**src/rtl/keypad_pkg.sv**
```systemverilog
// Shared types and helpers for the 4x4 keypad scanner.
// Latency: none (types and pure functions only).
// Backpressure: none.
package keypad_pkg;

    localparam int NUM_ROWS = 4;
    localparam int NUM_COLS = 4;

    typedef logic [3:0] key_code_t;

    typedef enum logic [1:0] {
        SCAN,
        DEBOUNCE,
        HELD,
        RELEASE
    } scan_state_t;

    // Index of the lowest-numbered low row bit (0 when no bit is low).
    function automatic logic [1:0] low_row(input logic [NUM_ROWS-1:0] pat);
        low_row = 2'd0;
        for (int r = NUM_ROWS - 1; r >= 0; r--) begin
            if (!pat[r]) begin
                low_row = r[1:0];
            end
        end
    endfunction

    // True when more than one row line is pulled low.
    function automatic logic multi_low(input logic [NUM_ROWS-1:0] pat);
        return ($countones(~pat) > 1);
    endfunction

    // Active-low column drive with only column c pulled low.
    function automatic logic [NUM_COLS-1:0] col_drive(input logic [1:0] c);
        return ~(4'b0001 << c);
    endfunction

endpackage

```
**src/rtl/keypad_scanner_if.sv**
```systemverilog
// Keypad pin and key-report bundle between the scanner and its neighbours.
// Latency: none (wiring only).
// Backpressure: none; key_valid is a one-cycle strobe with no ready.
interface keypad_scanner_if;
    import keypad_pkg::*;

    logic [NUM_ROWS-1:0] rows;
    logic [NUM_COLS-1:0] cols;
    logic                key_valid;
    key_code_t           key_code;
    logic                key_held;

    // Scanner side: reads the pins, drives columns and key reports.
    modport master (
        input  rows,
        output cols,
        output key_valid,
        output key_code,
        output key_held
    );

    // Keypad / consumer side.
    modport slave (
        output rows,
        input  cols,
        input  key_valid,
        input  key_code,
        input  key_held
    );

endinterface

```
**src/rtl/keypad_scanner_sync.sv**
```systemverilog
// Two-flop synchronizer for the asynchronous keypad row lines.
// Latency: 2 cycles from rows to srows.
// Backpressure: none.
module keypad_scanner_sync (
    input  logic       clk,
    input  logic [3:0] rows,
    output logic [3:0] srows
);

    logic [3:0] meta;

    // Two back-to-back capture stages to resolve metastability.
    always_ff @(posedge clk) begin
        meta  <= rows;
        srows <= meta;
    end

endmodule

```
**src/rtl/keypad_scanner.sv**
```systemverilog
// 4x4 keypad scanner: column rotation, press/release debounce, one strobe per key.
// Latency: 2-cycle row sync, SCAN_CYCLES dwell, DEBOUNCE_CYCLES to strobe; outputs registered.
// Backpressure: none. Optional build macro KEYSCAN_MULTIKEY_REJECT_EN rejects multi-row patterns.
module keypad_scanner
    import keypad_pkg::*;
#(
    parameter int SCAN_CYCLES     = 4,
    parameter int DEBOUNCE_CYCLES = 16
) (
    input  logic              clk,
    input  logic              reset,
    keypad_scanner_if.master  bus
);

    localparam int CNT_MAX = (SCAN_CYCLES > DEBOUNCE_CYCLES) ? SCAN_CYCLES : DEBOUNCE_CYCLES;
    localparam int CNT_W   = $clog2(CNT_MAX);
    localparam logic [CNT_W-1:0] SCAN_LAST = CNT_W'(SCAN_CYCLES - 1);
    localparam logic [CNT_W-1:0] DEB_LAST  = CNT_W'(DEBOUNCE_CYCLES - 1);

    logic [NUM_ROWS-1:0] srows;
    logic [NUM_ROWS-1:0] pattern;
    scan_state_t         state;
    logic [CNT_W-1:0]    cnt;
    logic [1:0]          col;
    logic [NUM_COLS-1:0] cols_q;
    logic                key_valid_q;
    key_code_t           key_code_q;
    logic                key_held_q;
    logic                press_now;
    logic                deb_match;
    logic                all_high;

    keypad_scanner_sync u_sync (
        .clk   (clk),
        .rows  (bus.rows),
        .srows (srows)
    );

    // Press qualification of the synchronized rows, with optional multi-key rejection.
    always_comb begin
        all_high = (srows == 4'hF);
`ifdef KEYSCAN_MULTIKEY_REJECT_EN
        press_now = !all_high && !multi_low(srows);
        deb_match = (srows == pattern) && !multi_low(srows);
`else
        press_now = !all_high;
        deb_match = (srows == pattern);
`endif
    end

    // Scan/debounce state machine; every output is a register written here.
    always_ff @(posedge clk) begin
        if (reset) begin
            state       <= SCAN;
            cnt         <= '0;
            col         <= 2'd0;
            cols_q      <= 4'b1110;
            pattern     <= 4'hF;
            key_valid_q <= 1'b0;
            key_code_q  <= '0;
            key_held_q  <= 1'b0;
        end else begin
            key_valid_q <= 1'b0;
            case (state)
                SCAN: begin
                    if (cnt == SCAN_LAST) begin
                        cnt <= '0;
                        if (press_now) begin
                            pattern <= srows;
                            state   <= DEBOUNCE;
                        end else begin
                            col    <= col + 2'd1;
                            cols_q <= col_drive(col + 2'd1);
                        end
                    end else begin
                        cnt <= cnt + CNT_W'(1);
                    end
                end
                DEBOUNCE: begin
                    if (!deb_match) begin
                        // Bounce or early release: drop the candidate and move on.
                        state  <= SCAN;
                        cnt    <= '0;
                        col    <= col + 2'd1;
                        cols_q <= col_drive(col + 2'd1);
                    end else if (cnt == DEB_LAST) begin
                        state       <= HELD;
                        cnt         <= '0;
                        key_valid_q <= 1'b1;
                        key_code_q  <= {low_row(pattern), col};
                        key_held_q  <= 1'b1;
                    end else begin
                        cnt <= cnt + CNT_W'(1);
                    end
                end
                HELD: begin
                    cnt <= '0;
                    if (all_high) begin
                        state <= RELEASE;
                    end
                end
                RELEASE: begin
                    if (!all_high) begin
                        // Contact re-closed: the key is still held.
                        state <= HELD;
                        cnt   <= '0;
                    end else if (cnt == DEB_LAST) begin
                        state      <= SCAN;
                        cnt        <= '0;
                        key_held_q <= 1'b0;
                        col        <= col + 2'd1;
                        cols_q     <= col_drive(col + 2'd1);
                    end else begin
                        cnt <= cnt + CNT_W'(1);
                    end
                end
                default: begin
                    state <= SCAN;
                    cnt   <= '0;
                end
            endcase
        end
    end

    assign bus.cols      = cols_q;
    assign bus.key_valid = key_valid_q;
    assign bus.key_code  = key_code_q;
    assign bus.key_held  = key_held_q;

endmodule

```
**src/flat_wrapper.sv**
```systemverilog
// flat-port wrapper written by rule: the top's interface ports become plain ports
module keypad_scanner_flat import keypad_pkg::*;
#(
    parameter int SCAN_CYCLES     = 4,
    parameter int DEBOUNCE_CYCLES = 16
)
  (clk, reset, bus_rows, bus_cols, bus_key_valid, bus_key_code, bus_key_held);
  keypad_scanner_if bus_i ();
  input  logic clk;
  input  logic reset;
  input wire logic [$bits(bus_i.rows)-1:0] bus_rows;
  output wire logic [$bits(bus_i.cols)-1:0] bus_cols;
  output wire logic [$bits(bus_i.key_valid)-1:0] bus_key_valid;
  output wire logic [$bits(bus_i.key_code)-1:0] bus_key_code;
  output wire logic [$bits(bus_i.key_held)-1:0] bus_key_held;
  assign bus_i.rows = bus_rows;
  assign bus_cols = bus_i.cols;
  assign bus_key_valid = bus_i.key_valid;
  assign bus_key_code = bus_i.key_code;
  assign bus_key_held = bus_i.key_held;
  keypad_scanner #(.SCAN_CYCLES(SCAN_CYCLES), .DEBOUNCE_CYCLES(DEBOUNCE_CYCLES)) u_core (.clk(clk), .reset(reset), .bus(bus_i));
endmodule
```
**config.mk**
```make
export PLATFORM = sky130hd
export DESIGN_NAME = keypad_scanner_flat
export DESIGN_NICKNAME = d
export VERILOG_FILES = /design/src/rtl/keypad_pkg.sv /design/src/rtl/keypad_scanner_if.sv /design/src/rtl/keypad_scanner_sync.sv /design/src/rtl/keypad_scanner.sv /design/src/flat_wrapper.sv
export SDC_FILE = /design/constraint.sdc
export NUM_CORES = 1
export LEC_CHECK = 0
export ABC_CLOCK_PERIOD_IN_PS = 2000
export BUFFER_PORTS_ARGS = -buffer_cell sky130_fd_sc_hd__buf_2
export CELL_PAD_IN_SITES_DETAIL_PLACEMENT = 2
export CELL_PAD_IN_SITES_GLOBAL_PLACEMENT = 2
export CORE_UTILIZATION = 35
export DETAILED_ROUTE_END_ITERATION = 10
export PLACE_DENSITY_LB_ADDON = 0.1
export SKIP_LAST_GASP = 1
export SYNTH_ARGS = -nofsm -noshare
export SYNTH_HDL_FRONTEND = slang
export SYNTH_SLANG_ARGS = --single-unit
```
**constraint.sdc**
```tcl
create_clock -name clk -period 2 [get_ports clk]
set_clock_uncertainty 0.1 [all_clocks]
set_input_delay 0.5 -clock clk [delete_from_list [all_inputs] [get_ports clk]]
set_output_delay 0.5 -clock clk [all_outputs]
set_load 0.01 [all_outputs]
```
# Yosys cells after proc, flatten, opt, wreduce, memory -nomap -nowiden
# Index checks and enable logic that the tools add are counted.
# W data, S select, Z words.
[op_classes]
add_sub_neg = 2
n_eq_ne = 18
shifts = 1
n_mux = 35
n_bitwise = 4
reduce_logical = 9
[op_table]
columns = ["op", "count"]
rows = [
  ["$mux W4", 9],
  ["$mux W2", 16],
  ["$pmux W4 S4", 1],
  ["$ne A2 B1 Y1 const B", 7],
  ["$pmux W4 S3", 1],
  ["$reduce_and A5 Y1", 2],
  ["$eq A4 B4 Y1 const B", 2],
  ["$pmux W2 S4", 1],
  ["$ne A3 B3 Y1 const B", 2],
  ["$pmux W2 S3", 1],
  ["$reduce_and A3 Y1", 2],
  ["$reduce_and A6 Y1", 1],
  ["$mux W1", 5],
  ["$add A4 B1 Y4 const B", 1],
  ["$eq A2 B2 Y1 const B", 2],
  ["$eq A4 B2 Y1 const B", 1],
  ["$eq A4 B4 Y1", 1],
  ["$ne A2 B2 Y1 const B", 2],
  ["$not A4 Y4", 1],
  ["$shl A1 B2 Y4 const A", 1],
  ["$not A1 Y1", 3],
  ["$reduce_bool A3 Y1", 1],
  ["$reduce_or A3 Y1", 1],
  ["$add A2 B1 Y2 const B", 1],
  ["4 further kinds", 4],
]
[word_totals]
ff_bits = 30
in_bits = 6
out_inout_bits = 10

# Longest topological paths before layout
# Gate-level depths: netlist of run 1.
[logic_depth]
depth_word = 6
ltp_mapped = 7
depth_no_buf = 6

# Hierarchy
# A second synthesis of run 1 with hierarchy kept.
[unflattened]
cells_unflattened = 130
hier_area_um2 = 1303.8
[by_module_without_submodules]
columns = ["module", "n_inst", "cells_per_inst", "area_each_um2"]
rows = [
  ["keypad_scanner", 1, 122, 1143.6],
  ["keypad_scanner_sync", 1, 8, 160.2],
]

# Least setup slack after synthesis of run 1
# Ideal clock, no wire load.
[synth_timing]
path_type = "register -> register"
startpoint = "reg u_core.cnt[0]"
endpoint = "reg u_core.cols_q[0] (netlist: u_core.bus.cols[0])"
setup_ps = 121
arrival_ps = 1514
setup_slack_ps = 265
path_stages_with_launch = 8
n_path_buf = 1
period_less_slack_ps = 1735
path_cell_list = "dfxtp_1 -> ha_1 -> nor3b_2 -> nand2_1 -> nand2_1 -> and4b_1 -> buf_6 -> mux2_4"
[synth_via]
elab_chain_cells = 3
[synth_rtl]
columns = ["element", "line_no", "source"]
rows = [
  ["start: declaration", "keypad_scanner.sv:23", "logic [CNT_W-1:0] cnt;"],
  ["start signal: assignment", "keypad_scanner.sv:76", "cnt <= cnt + CNT_W'(1);"],
  ["start signal: assignment", "keypad_scanner.sv:93", "cnt <= cnt + CNT_W'(1);"],
  ["start signal: assignment", "keypad_scanner.sv:114", "cnt <= cnt + CNT_W'(1);"],
  ["$eq A4 B2 Y1 or $eq A4 B4 Y1 (tied branches)", "keypad_scanner.sv:66, keypad_scanner.sv:107", ""],
  ["$ne A2 B1 Y1 (no line)", "--", ""],
  ["$reduce_and A6 Y1 (no line) *", "--", ""],
  ["end signal: assignment", "keypad_scanner.sv:73", "cols_q <= col_drive(col + 2'd1);"],
  ["end signal: assignment", "keypad_scanner.sv:85", "cols_q <= col_drive(col + 2'd1);"],
  ["end signal: assignment", "keypad_scanner.sv:112", "cols_q <= col_drive(col + 2'd1);"],
  ["end: declaration", "keypad_scanner.sv:25", "logic [NUM_COLS-1:0] cols_q;"],
]
# Every way passes the cells marked *; elsewhere a longest branch is shown, timed or not.
# A chain may end at the register's enable or synchronous reset.

# Final worst setup path of run 1
[layout_timing]
startpoint = "reg u_core.cnt[0]"
endpoint = "reg u_core.state[1]"
[layout_via]
elab_chain_cells = 3
[layout_rtl]
columns = ["element", "line_no", "source"]
rows = [
  ["$eq A4 B4 Y1 or $eq A4 B2 Y1 (tied branches)", "keypad_scanner.sv:86, keypad_scanner.sv:107, keypad_scanner.sv:66", ""],
  ["$ne A3 B3 Y1 (no line) or $ne A2 B1 Y1 (tied branches)", "--", ""],
  ["$reduce_and A5 Y1 (no line) *", "--", ""],
  ["end signal: assignment", "keypad_scanner.sv:87", "state <= HELD;"],
  ["end signal: assignment", "keypad_scanner.sv:105", "state <= HELD;"],
  ["end signal: assignment", "keypad_scanner.sv:108", "state <= SCAN;"],
  ["end: declaration", "keypad_scanner.sv:22", "scan_state_t state;"],
]
# Marks and branches as above.

==> results of run 1 <==
==> through the flow <==
| step | area [sq um] | setup WS [ps] | hold WS (ps) |
|---|---|---|---|
| 2_1_floorplan | 1260 | 265 | 210 |
| 3_3_place_gp | 1380 | 178 | 215 |
| 3_5_place_dp | 1380 | 118 | 216 |
| 4_1_cts | 1440 | 87.4 | 165 |
| 5_1_grt | 1450 | -0.860 | 150 |
| 6_report | 1450 | 156 | 183 |
==> how the worst max path moves through the flow <==
stage	slack [ps]	to	cells after the start	startpoint
2_1_floorplan	260	u_core.bus.cols[0]	7	u_core.cnt[0]
3_5_place_dp	120	u_core.state[1]	6	u_core.cnt[0]
6_report	160	u_core.state[1]	6	u_core.cnt[0]
5_1_grt	-0.9	u_core.state[1]	6	u_core.cnt[0]
3_3_place_gp	180	u_core.col[0]	6	u_core.cnt[0]
4_1_cts	90	u_core.state[0]	6	u_core.cnt[0]
==> state kept, by name, summed over array words and instances, names as in the netlist <==
signal                flops
u_core.bus.cols           4
u_core.bus.key_code       4
u_core.bus.key_held       1
u_core.bus.key_valid      1
u_core.cnt                4
u_core.col                2
u_core.pattern            4
u_core.state              2
u_core.u_sync.meta        4
u_core.u_sync.srows       4
==> synthesized netlist by cell type <==
cell	count	area share
sky130_fd_sc_hd__nor2_2	1	0.0050
sky130_fd_sc_hd__and3_1	1	0.0050
sky130_fd_sc_hd__nor3_2	1	0.0079
sky130_fd_sc_hd__mux2_4	2	0.024
sky130_fd_sc_hd__buf_2	1	0.0040
sky130_fd_sc_hd__xnor2_1	5	0.035
sky130_fd_sc_hd__nand3b_2	1	0.0089
sky130_fd_sc_hd__or2b_1	1	0.0059
sky130_fd_sc_hd__nand4_1	2	0.0099
sky130_fd_sc_hd__o211a_1	2	0.016
sky130_fd_sc_hd__buf_4	1	0.0059
sky130_fd_sc_hd__a21oi_1	4	0.016
sky130_fd_sc_hd__nand2_1	12	0.036
sky130_fd_sc_hd__buf_6	1	0.0089
sky130_fd_sc_hd__and4_1	1	0.0069
sky130_fd_sc_hd__dfxtp_1	30	0.48
sky130_fd_sc_hd__xor2_1	1	0.0069
sky130_fd_sc_hd__mux2i_1	10	0.079
sky130_fd_sc_hd__a31oi_1	1	0.0050
sky130_fd_sc_hd__buf_1	1	0.0030
sky130_fd_sc_hd__ha_1	5	0.050
sky130_fd_sc_hd__a21boi_0	1	0.0059
sky130_fd_sc_hd__clkbuf_1	1	0.0030
sky130_fd_sc_hd__and4b_1	1	0.0079
sky130_fd_sc_hd__nand3b_1	1	0.0059
sky130_fd_sc_hd__nand3_2	1	0.0079
sky130_fd_sc_hd__o221ai_1	1	0.0069
sky130_fd_sc_hd__nand2b_1	2	0.0099
sky130_fd_sc_hd__nor2b_1	4	0.020
sky130_fd_sc_hd__nand3_1	6	0.024
sky130_fd_sc_hd__inv_1	4	0.012
sky130_fd_sc_hd__nor3b_2	1	0.0099
sky130_fd_sc_hd__o21ai_0	4	0.016
sky130_fd_sc_hd__nor2_1	15	0.045
sky130_fd_sc_hd__nor4_1	1	0.0050
sky130_fd_sc_hd__a32o_1	1	0.0079
==> final cells by class <==
type | count | area (sq um)
Clock buffer | 7 | 55.1
Clock inverter | 1 | 5.00
Multi-Input combinational cell | 89 | 628
Inverter | 4 | 15.0
Timing Repair Buffer | 17 | 90.1
Tap cell | 46 | 57.6
Fill cell | 378 | 1940
Sequential cell | 30 | 601
==> metal layers <==
| layer | part of all wire | global-route usage | wire length, um |
|---|---|---|---|
| met3 | 0.036 | 0.0497 | 97 |
| met1 | 0.44 | 0.183 | 1170 |
| met5 | 0 | 0 | 0 |
| met2 | 0.51 | 0.275 | 1360 |
| met4 | 0.018 | 0.0952 | 49 |
==> what timing repair did <==
action	in CTS	in global routing
buffers inserted	0	0
setup endpoints to repair	0	4
resized for setup	0	4
==> cells by family after synthesis <==
kind of cell | share of synthesized area
adder cells (fa/ha/maj) | 0.0496
flip-flops | 0.476
buffers and inverters | 0.0367
AO/OA/AOI/OAI | 0.0733
XOR/XNOR | 0.0416
AND/OR/NAND/NOR | 0.220
multiplexers | 0.103
==> power by group <==
group          internal, uW  total, uW  switching, uW  leakage, uW
logic                   141        278            136     0.000346
clock network           170        358            188    0.0000353
registers               656        722           65.8     0.000246
==> cells in the final DEF, fill, tap and decap left out, drive strengths merged <==
cell and instances:
dfxtp 30, and3 1, and4 1, clkbuf 7
buf 17, mux2 2, xnor2 5, inv 4
o221ai 1, o211a 2, a21boi 1, nor3 1
o21ai 4, a21oi 4, nand4 2, xor2 1
mux2i 10, or2b 1, nand3b 2, ha 5
nand2 12, nor4 1, nand2b 2, clkinv 1
a32o 1, and4b 1, nand3 7, a31oi 1
nor2b 4, nor2 16, nor3b 1
==> impl_results.rst, run 1 <==
.. list-table::
   :header-rows: 1

   * - Metric
     - Value
   * - Outcome
     - finished clean
   * - Placement Rows
     - 21
   * - Required @ worst endpoint
     - 2160 ps
   * - Overall power after layout
     - 1360 uW
   * - PortBufs
     - 15
   * - Final HPWL from detailed placement
     - 2130 um
   * - Antenna Diode Count
     - 0
   * - Cell-by-cell trace of the critical path
     - ha_1 > nor3b_4 > a21oi_1 > o221ai_1 > a21boi_1 > o211a_1
   * - Max-capacitance violation count
     - 0
   * - Net count of the mapped netlist
     - 139
   * - Clock tree from TritonCTS
     - done
   * - Flop2flop setup slack
     - 160 ps
   * - Startpoint of the lowest-slack hold path
     - bus_rows[0]
   * - Cts bufs inserted
     - 5
   * - Root buffer cell
     - sky130_fd_sc_hd__clkbuf_4
   * - DRC
     - 0
   * - Number of nets still failing antenna checks after routing
     - 0
   * - Endpoint type of the worst setup path
     - register
   * - P per Cell Area
     - 936 nW/um^2
   * - Hold depth
     - 1
   * - Bufs and invs on worst path
     - 0
   * - Count of distinct cell types in the synthesized netlist
     - 36
   * - Post-layout minimum cycle time
     - 1840 ps
   * - Ports
     - 16
   * - Slew at the pin closest to its max-slew limit
     - 446 ps
   * - Die extent in x
     - 62.1 um
   * - FF-to-FF End
     - u_core.state[1]
   * - Worst reg2reg path startpoint
     - u_core.cnt[0]
   * - Worst IR drop on VDD
     - 510 uV
   * - Vias in the first global route
     - 944
   * - Global-route congestion overflow total
     - 0
   * - Total routed wirelength
     - 2680 um
   * - Routed length per instance
     - 13.8 um
   * - Crit-path leading delay family
     - compound AO/OA/AOI/OAI gates
   * - Initial standard-cell utilization of the core
     - 0.372
   * - Sum Neg Setup Slack
     - 0 ps
   * - Slowest cell delay on critical path
     - 360 ps
   * - Final weighted congestion of routability-driven global placement
     - 0.736
   * - Total Nets Final
     - 158
   * - Number of storage elements in the synthesis netlist
     - 30
   * - Clock net sink count
     - 30
   * - H-tree depth
     - 2
   * - Path class of the lowest-slack min-delay path
     - input port to register
   * - Depth of the worst register-to-register path
     - 6
   * - Post-Synthesis Cell Area
     - 1260 sq um
   * - Die Ht
     - 62.1 um
   * - Maximum fanout count along the critical path
     - 4
   * - Placed cell count
     - 186
   * - Start-to-end type of the worst setup path
     - register to register
   * - Total setup violations reported at the end of the flow
     - 0
   * - Share of layout cells above drive strength 1
     - 0.223
   * - Number of max-slew violations in the final report
     - 0
   * - Slowest cell on crit path
     - sky130_fd_sc_hd__dfxtp_1
   * - Starting DRC count in detailed routing
     - 20
   * - Portion of the post-synthesis area used by sequential elements
     - 0.476
   * - Final period utilization
     - 0.922
   * - Global-route wire length before repair
     - 4310 um
   * - Leak pwr
     - 0.000627 uW
   * - Hold_buf cts
     - 0
   * - Clock input transition at the sequential cells of the worst setup and hold paths
     - 80 ps
   * - Area overhead of the layout relative to synthesis
     - 15.0%
   * - Vias
     - 974
   * - Final core utilization
     - 0.428
   * - Count of TritonRoute iterations in the first routing pass
     - 4
   * - Yosys warns
     - 0
   * - Kind of start point of the critical path
     - register
   * - Core Region
     - 3390 sq um
   * - Via density per instance
     - 5.02
   * - Endpoint arrival time on the critical path
     - 2000 ps
   * - Cell Count, Final, Fillers Out
     - 194
   * - Maximum number of pins on one net before global-route repair
     - 16
   * - Clk Latency, worst-skew pair
     - 320 ps
   * - Worst min-delay path endpoint
     - u_core.u_sync.meta[0]
   * - GRT Overall Usage
     - 0.164
   * - Final number of hold-violating endpoints
     - 0
   * - Number of antenna violations at the first check in global routing
     - 0
   * - Post-Syn Area per Cell
     - 9.86 sq um
   * - Worst-case headroom to the max-slew limit
     - 0.701
   * - Die area
     - 3850 sq um
   * - Post-synthesis cell count
     - 128
   * - Highest clock frequency the design can meet
     - 542 MHz
   * - Buffer levels on the longest clock path
     - 2
Note: power is estimated with default switching activity, not from simulation.
==> run 2, diff against run 1 <==
--- a/config.mk
+++ b/config.mk
@@ -5,10 +5,11 @@
 export SDC_FILE = /design/constraint.sdc
 export NUM_CORES = 1
 export LEC_CHECK = 0
-export ABC_CLOCK_PERIOD_IN_PS = 2000
+export ABC_CLOCK_PERIOD_IN_PS = 1700
 export BUFFER_PORTS_ARGS = -buffer_cell sky130_fd_sc_hd__buf_2
 export CELL_PAD_IN_SITES_DETAIL_PLACEMENT = 2
 export CELL_PAD_IN_SITES_GLOBAL_PLACEMENT = 2
+export CORE_ASPECT_RATIO = 0.7
 export CORE_UTILIZATION = 35
 export DETAILED_ROUTE_END_ITERATION = 10
 export PLACE_DENSITY_LB_ADDON = 0.1
==> constraint.sdc (replaced) <==
create_clock -name clk -period 1.7 [get_ports clk]
set_clock_uncertainty 0.1 [all_clocks]
set_input_delay 0.425 -clock clk [delete_from_list [all_inputs] [get_ports clk]]
set_output_delay 0.425 -clock clk [all_outputs]
set_load 0.01 [all_outputs]
==> run 2 against run 1 <==
Net effect:
- the flow now finishes with violations (setup timing)
- worst setup slack got worse by 170 ps
- non-clock buffer count rose by 11
- wire length rose by 28%
- die area barely moved
- total power rose by 42%
- sequential share of layout area fell by 4.2 points
- design area rose by 13%
- clock power rose by 70%
- critical endpoint is now u_core.bus.cols[1]
==> impl_results.rst, run 2 (synthesis gave the netlist of run 1 again) <==
.. list-table::
   :header-rows: 1

   * - Metric
     - Value
   * - Outcome
     - finished with violations
   * - Violations in the final reports
     - setup timing
   * - Smallest hold slack
     - 142 ps
   * - Initial standard-cell utilization of the core
     - 0.383
   * - Bufs and invs on worst path
     - 1
   * - Endpoint arrival time on the critical path
     - 1810 ps
   * - Total setup violations reported at the end of the flow
     - 1
   * - Cell Count, Final, Fillers Out
     - 206
   * - H-tree depth
     - 2
   * - Sum Neg Setup Slack
     - -10.5 ps
   * - Share of layout cells above drive strength 1
     - 0.358
   * - Number of antenna violations at the first check in global routing
     - 0
   * - Count of TritonRoute iterations in the first routing pass
     - 6
   * - Via density per instance
     - 5.05
   * - P per Cell Area
     - 1180 nW/um^2
   * - Ports
     - 16
   * - Slowest cell on crit path
     - sky130_fd_sc_hd__dfxtp_2
   * - Path class of the lowest-slack min-delay path
     - input port to register
   * - Core Region
     - 3300 sq um
   * - Clock input transition at the sequential cells of the worst setup and hold paths
     - 70 ps
   * - Clock tree from TritonCTS
     - done
   * - Final period utilization
     - 1.01
   * - Die Ht
     - 52.3 um
   * - Max-capacitance violation count
     - 0
   * - Routed length per instance
     - 16.6 um
   * - Flop2flop setup slack
     - -10 ps
   * - Fraction of power spent switching nets
     - 0.296
   * - Die extent in x
     - 73.8 um
   * - PortBufs
     - 15
   * - Worst-case headroom to the max-slew limit
     - 0.755
   * - Vias
     - 1040
   * - Switching power summed over all nets
     - 571 uW
   * - Vias in the first global route
     - 1135
   * - Global-route wire length before repair
     - 5730 um
   * - Clock power frac
     - 0.316
   * - Pint
     - 1350 uW
   * - Starting DRC count in detailed routing
     - 41
   * - Maximum fanout count along the critical path
     - 4
   * - Maximum number of pins on one net before global-route repair
     - 13
   * - Most common cell after layout, fill and taps aside
     - sky130_fd_sc_hd__dfxtp_1
   * - Pre-CTS worst setup slack
     - -108 ps
   * - Clk Latency, worst-skew pair
     - 280 ps
   * - Root buffer cell
     - sky130_fd_sc_hd__clkbuf_8
   * - Slowest cell delay on critical path
     - 350 ps
   * - Cell-by-cell trace of the critical path
     - ha_4 > nor3b_4 > nand2_1 > nand2_1 > and4b_2 > buf_6 > mux2i_1
   * - Worst IR drop on VDD
     - 458 uV
   * - Placement Rows
     - 17
   * - Slew at the pin closest to its max-slew limit
     - 366 ps
   * - Start-to-end type of the worst setup path
     - register to register
   * - Global-route congestion overflow total
     - 0
   * - Part of the power in registers
     - 0.448
   * - Commonest cells after routing, fill and taps aside
     - sky130_fd_sc_hd__dfxtp_1, sky130_fd_sc_hd__nor2_1, sky130_fd_sc_hd__buf_2
   * - Clock net sink count
     - 30
   * - Final worst-path setup slack
     - -10.5 ps
   * - Cts bufs inserted
     - 5
   * - Highest clock frequency the design can meet
     - 585 MHz
   * - RSZ-0062 raised after global routing
     - true
   * - Combinational Power Share
     - 0.236
   * - DRC
     - 0
   * - Number of max-slew violations in the final report
     - 0
   * - Leak pwr
     - 0.000709 uW
   * - Final number of hold-violating endpoints
     - 0
   * - Total Nets Final
     - 169
   * - Final core utilization
     - 0.496
   * - Endpoint type of the worst setup path
     - register
   * - GRT Overall Usage
     - 0.208
   * - Crit-path leading delay family
     - simple AND/OR/NAND/NOR gates
   * - Cell type with the highest occurrence count on the critical path
     - sky130_fd_sc_hd__nand2_1
   * - Required @ worst endpoint
     - 1800 ps
   * - Kind of start point of the critical path
     - register
   * - Number of nets still failing antenna checks after routing
     - 0
   * - Final HPWL from detailed placement
     - 2410 um
   * - Placed cell count
     - 195
   * - Area overhead of the layout relative to synthesis
     - 29.4%
   * - Post-layout minimum cycle time
     - 1710 ps
   * - Final weighted congestion of routability-driven global placement
     - 0.801
   * - Total routed wirelength
     - 3420 um
   * - Antenna Diode Count
     - 0
   * - Buffer levels on the longest clock path
     - 2
   * - Die area
     - 3860 sq um
## run 2: timing repair
action                                  4_1_cts  5_1_grt
endpoints found under the setup margin       12       18
setup buffers                                 1        2
pin swaps                                     2        6
gates resized for setup                       9       12
hold buffers                                  0        0
## run 2: through the flow
| step | area (sq um) | power, uW |
|---|---|---|
| after floorplan | 1270 | 1110 |
| after global placement | 1450 | 1210 |
| after detailed placement | 1450 | 1240 |
| after CTS | 1580 | 1900 |
| after global routing | 1630 | 2020 |
| final | 1630 | 1930 |
## run 2: routing by layer
metal | vias up | global-route usage | routed length [um]
li1 | 494 | - | -
met1 | 510 | 0.257 | 1640
met2 | 29 | 0.355 | 1600
met3 | 7 | 0.0577 | 137
met4 | 0 | 0.0577 | 50
met5 | - | 0 | 0
## run 2: final timing paths
path	start	to	cells after the start
max	u_core.cnt[1]	u_core.bus.cols[1]	7
min	bus_rows[1]	u_core.u_sync.meta[1]	1
max reg2reg	u_core.cnt[1]	u_core.bus.cols[1]	7
min reg2reg	u_core.u_sync.meta[1]	u_core.u_sync.srows[1]	0
## run 2: layout make-up
cell class	count	area (sq um)
clock buffer	6	82.6
clock inverter	2	12.5
fill	344	1660
inverter	4	15.0
multi-input combinational	89	677
sequential	30	608
tap	47	58.8
timing repair buffer	28	180
## run 2: power by group through the flow
stage | sequential (uW) | clock (uW) | combinational, uW
floorplan | 839 | 0 | 276
global placement | 853 | 0 | 361
detailed placement | 860 | 0 | 382
CTS | 859 | 625 | 416
global route | 873 | 647 | 504
finish | 864 | 608 | 454
==> run 3, diff against run 2 <==
--- a/config.mk
+++ b/config.mk
@@ -11,9 +11,11 @@
 export CELL_PAD_IN_SITES_GLOBAL_PLACEMENT = 2
 export CORE_ASPECT_RATIO = 0.7
 export CORE_UTILIZATION = 35
+export CTS_BUF_LIST = sky130_fd_sc_hd__clkbuf_2
 export DETAILED_ROUTE_END_ITERATION = 10
 export PLACE_DENSITY_LB_ADDON = 0.1
 export SKIP_LAST_GASP = 1
+export SLEW_MARGIN = 40
 export SYNTH_ARGS = -nofsm -noshare
 export SYNTH_HDL_FRONTEND = slang
 export SYNTH_SLANG_ARGS = --single-unit
==> run 3 against run 2 <==
Net effect:
- the flow still finishes with violations (setup timing)
- total power down 15%
- non-clock buffer count up 1
- design area down 2.3%
==> impl_results.rst, run 3 (synthesis gave the netlist of run 1 again) <==
.. list-table::
   :header-rows: 1

   * - Metric
     - Value
   * - Outcome
     - finished with violations
   * - Violations in the final reports
     - setup timing
   * - Flop2flop setup slack
     - -4 ps
   * - Die extent in x
     - 73.8 um
   * - FF-to-FF End
     - u_core.state[1]
   * - PortBufs
     - 15
   * - Die Ht
     - 52.3 um
   * - Ports
     - 16
   * - RSZ-0062 raised after global routing
     - true
   * - Placement Rows
     - 17
   * - Cts bufs inserted
     - 5
   * - Final HPWL from detailed placement
     - 2410 um
   * - Most common cell after layout, fill and taps aside
     - sky130_fd_sc_hd__dfxtp_1
   * - Starting DRC count in detailed routing
     - 35
   * - Placed cell count
     - 195
   * - Maximum fanout count along the critical path
     - 4
   * - Die area
     - 3860 sq um
   * - H-tree depth
     - 2
   * - Worst-case headroom to the max-slew limit
     - 0.774
   * - Clock input transition at the sequential cells of the worst setup and hold paths
     - 160 ps
   * - Total Nets Final
     - 170
   * - Required @ worst endpoint
     - 1910 ps
   * - Depth of the worst register-to-register path
     - 7
   * - Post-layout minimum cycle time
     - 1700 ps
   * - Maximum number of pins on one net before global-route repair
     - 13
   * - Antenna Diode Count
     - 0
   * - Count of TritonRoute iterations in the first routing pass
     - 3
   * - Number of antenna violations at the first check in global routing
     - 0
   * - Routed length per instance
     - 15.5 um
   * - Path class of the lowest-slack min-delay path
     - input port to register
   * - Vias
     - 1018
   * - Final worst-path setup slack
     - -4.45 ps
   * - Worst min-delay path endpoint
     - u_core.u_sync.meta[1]
   * - Clk Latency, worst-skew pair
     - 370 ps
   * - Vias in the first global route
     - 1099
   * - Leak pwr
     - 0.000689 uW
   * - Root buffer cell
     - sky130_fd_sc_hd__clkbuf_2
   * - Startpoint of the lowest-slack hold path
     - bus_rows[1]
   * - Worst IR drop on VDD
     - 467 uV
   * - Commonest cells after routing, fill and taps aside
     - sky130_fd_sc_hd__dfxtp_1, sky130_fd_sc_hd__nor2_1, sky130_fd_sc_hd__buf_2
   * - GRT Overall Usage
     - 0.203
   * - Highest clock frequency the design can meet
     - 587 MHz
   * - Endpoint arrival time on the critical path
     - 1910 ps
   * - Core Region
     - 3300 sq um
   * - Final number of hold-violating endpoints
     - 0
   * - DRC
     - 0
   * - Routed length on met1
     - 1630 um
   * - Clock net sink count
     - 30
   * - Clock tree from TritonCTS
     - done
   * - Endpoint type of the worst setup path
     - register
   * - P per Cell Area
     - 1030 nW/um^2
   * - Number of nets still failing antenna checks after routing
     - 0
   * - Final weighted congestion of routability-driven global placement
     - 0.801
   * - Slew at the pin closest to its max-slew limit
     - 337 ps
   * - Buffer levels on the longest clock path
     - 2
   * - Routed met3 length
     - 94 um
   * - Global-route wire length before repair
     - 5530 um
   * - Area overhead of the layout relative to synthesis
     - 26.5%
   * - Max-capacitance violation count
     - 0
   * - Hold depth
     - 1
   * - Share of layout cells above drive strength 1
     - 0.375
   * - Sum Neg Setup Slack
     - -4.45 ps
   * - Cell Count, Final, Fillers Out
     - 207
   * - Worst reg2reg path startpoint
     - u_core.cnt[1]
   * - Initial standard-cell utilization of the core
     - 0.383
   * - Total length of routed met2 wires
     - 1420 um
   * - Final period utilization
     - 1.00
   * - Number of max-slew violations in the final report
     - 0
   * - Total routed wirelength
     - 3210 um
   * - Total setup violations reported at the end of the flow
     - 1
   * - Start-to-end type of the worst setup path
     - register to register
   * - Via density per instance
     - 4.92
   * - Uppermost metal layer occupied by signal nets
     - met4
   * - Global-route congestion overflow total
     - 0
   * - Kind of start point of the critical path
     - register
## run 3: worst max path at each step
stage	from	to	slack [ps]	depth (start not counted)
finish	u_core.cnt[1]	u_core.state[1]	-4	7
global route	u_core.cnt[1]	u_core.state[1]	-80	7
CTS	u_core.u_sync.srows[0]	u_core.bus.cols[2]	3	6
detailed placement	u_core.cnt[1]	u_core.state[1]	-110	7
global placement	u_core.cnt[1]	u_core.state[1]	20	7
floorplan	u_core.cnt[0]	u_core.bus.cols[0]	8	7
## run 3: power breakdown
part	switching, uW	total (uW)	internal (uW)
Clock	260	354	93.7
Sequential	81.3	863	781
Combinational	197	429	232
## run 3: cell type report
class / count / area, sq um
sequential: 30 / 614
clock inverter: 3 / 16.3
tap: 47 / 58.8
multi-input combinational: 89 / 674
clock buffer: 5 / 25.0
inverter: 4 / 15.0
timing repair buffer: 29 / 193
fill: 349 / 1700
## run 3: per-stage QoR
step | hold slack (ps) | instance area, sq um | utilization | setup slack (ps) | total power [uW]
floorplan | 210 | 1270 | - | 8.37 | 1110
global placement | 213 | 1450 | 0.439 | 23.0 | 1210
detailed placement | 220 | 1450 | 0.439 | -108 | 1240
CTS | 21.2 | 1540 | 0.466 | 2.58 | 1640
global route | 0.439 | 1600 | 0.484 | -82.4 | 1750
finish | 44.3 | 1600 | 0.484 | -4.45 | 1650
## run 3: per-layer routing
| layer | GRT usage | vias to the layer above |
|---|---|---|
| li1 | - | 496 |
| met1 | 0.260 | 495 |
| met2 | 0.320 | 17 |
| met3 | 0.0577 | 10 |
| met4 | 0.0865 | 0 |
| met5 | 0 | - |
## run 3: critical path, stage by stage (launching register included)
cell	delay (ps)
sky130_fd_sc_hd__dfxtp_2	390
sky130_fd_sc_hd__ha_4	150
sky130_fd_sc_hd__nor3b_4	190
sky130_fd_sc_hd__buf_4	160
sky130_fd_sc_hd__a21oi_4	50
sky130_fd_sc_hd__o221ai_2	200
sky130_fd_sc_hd__a21boi_2	220
sky130_fd_sc_hd__o211a_1	170
## run 3: what timing repair did
action,CTS,global route
setup buffers,2,0
pin swaps,1,2
setup endpoints to repair,11,16
endpoints found under the hold margin,0,2
resized for setup,11,15
hold buffers,0,2
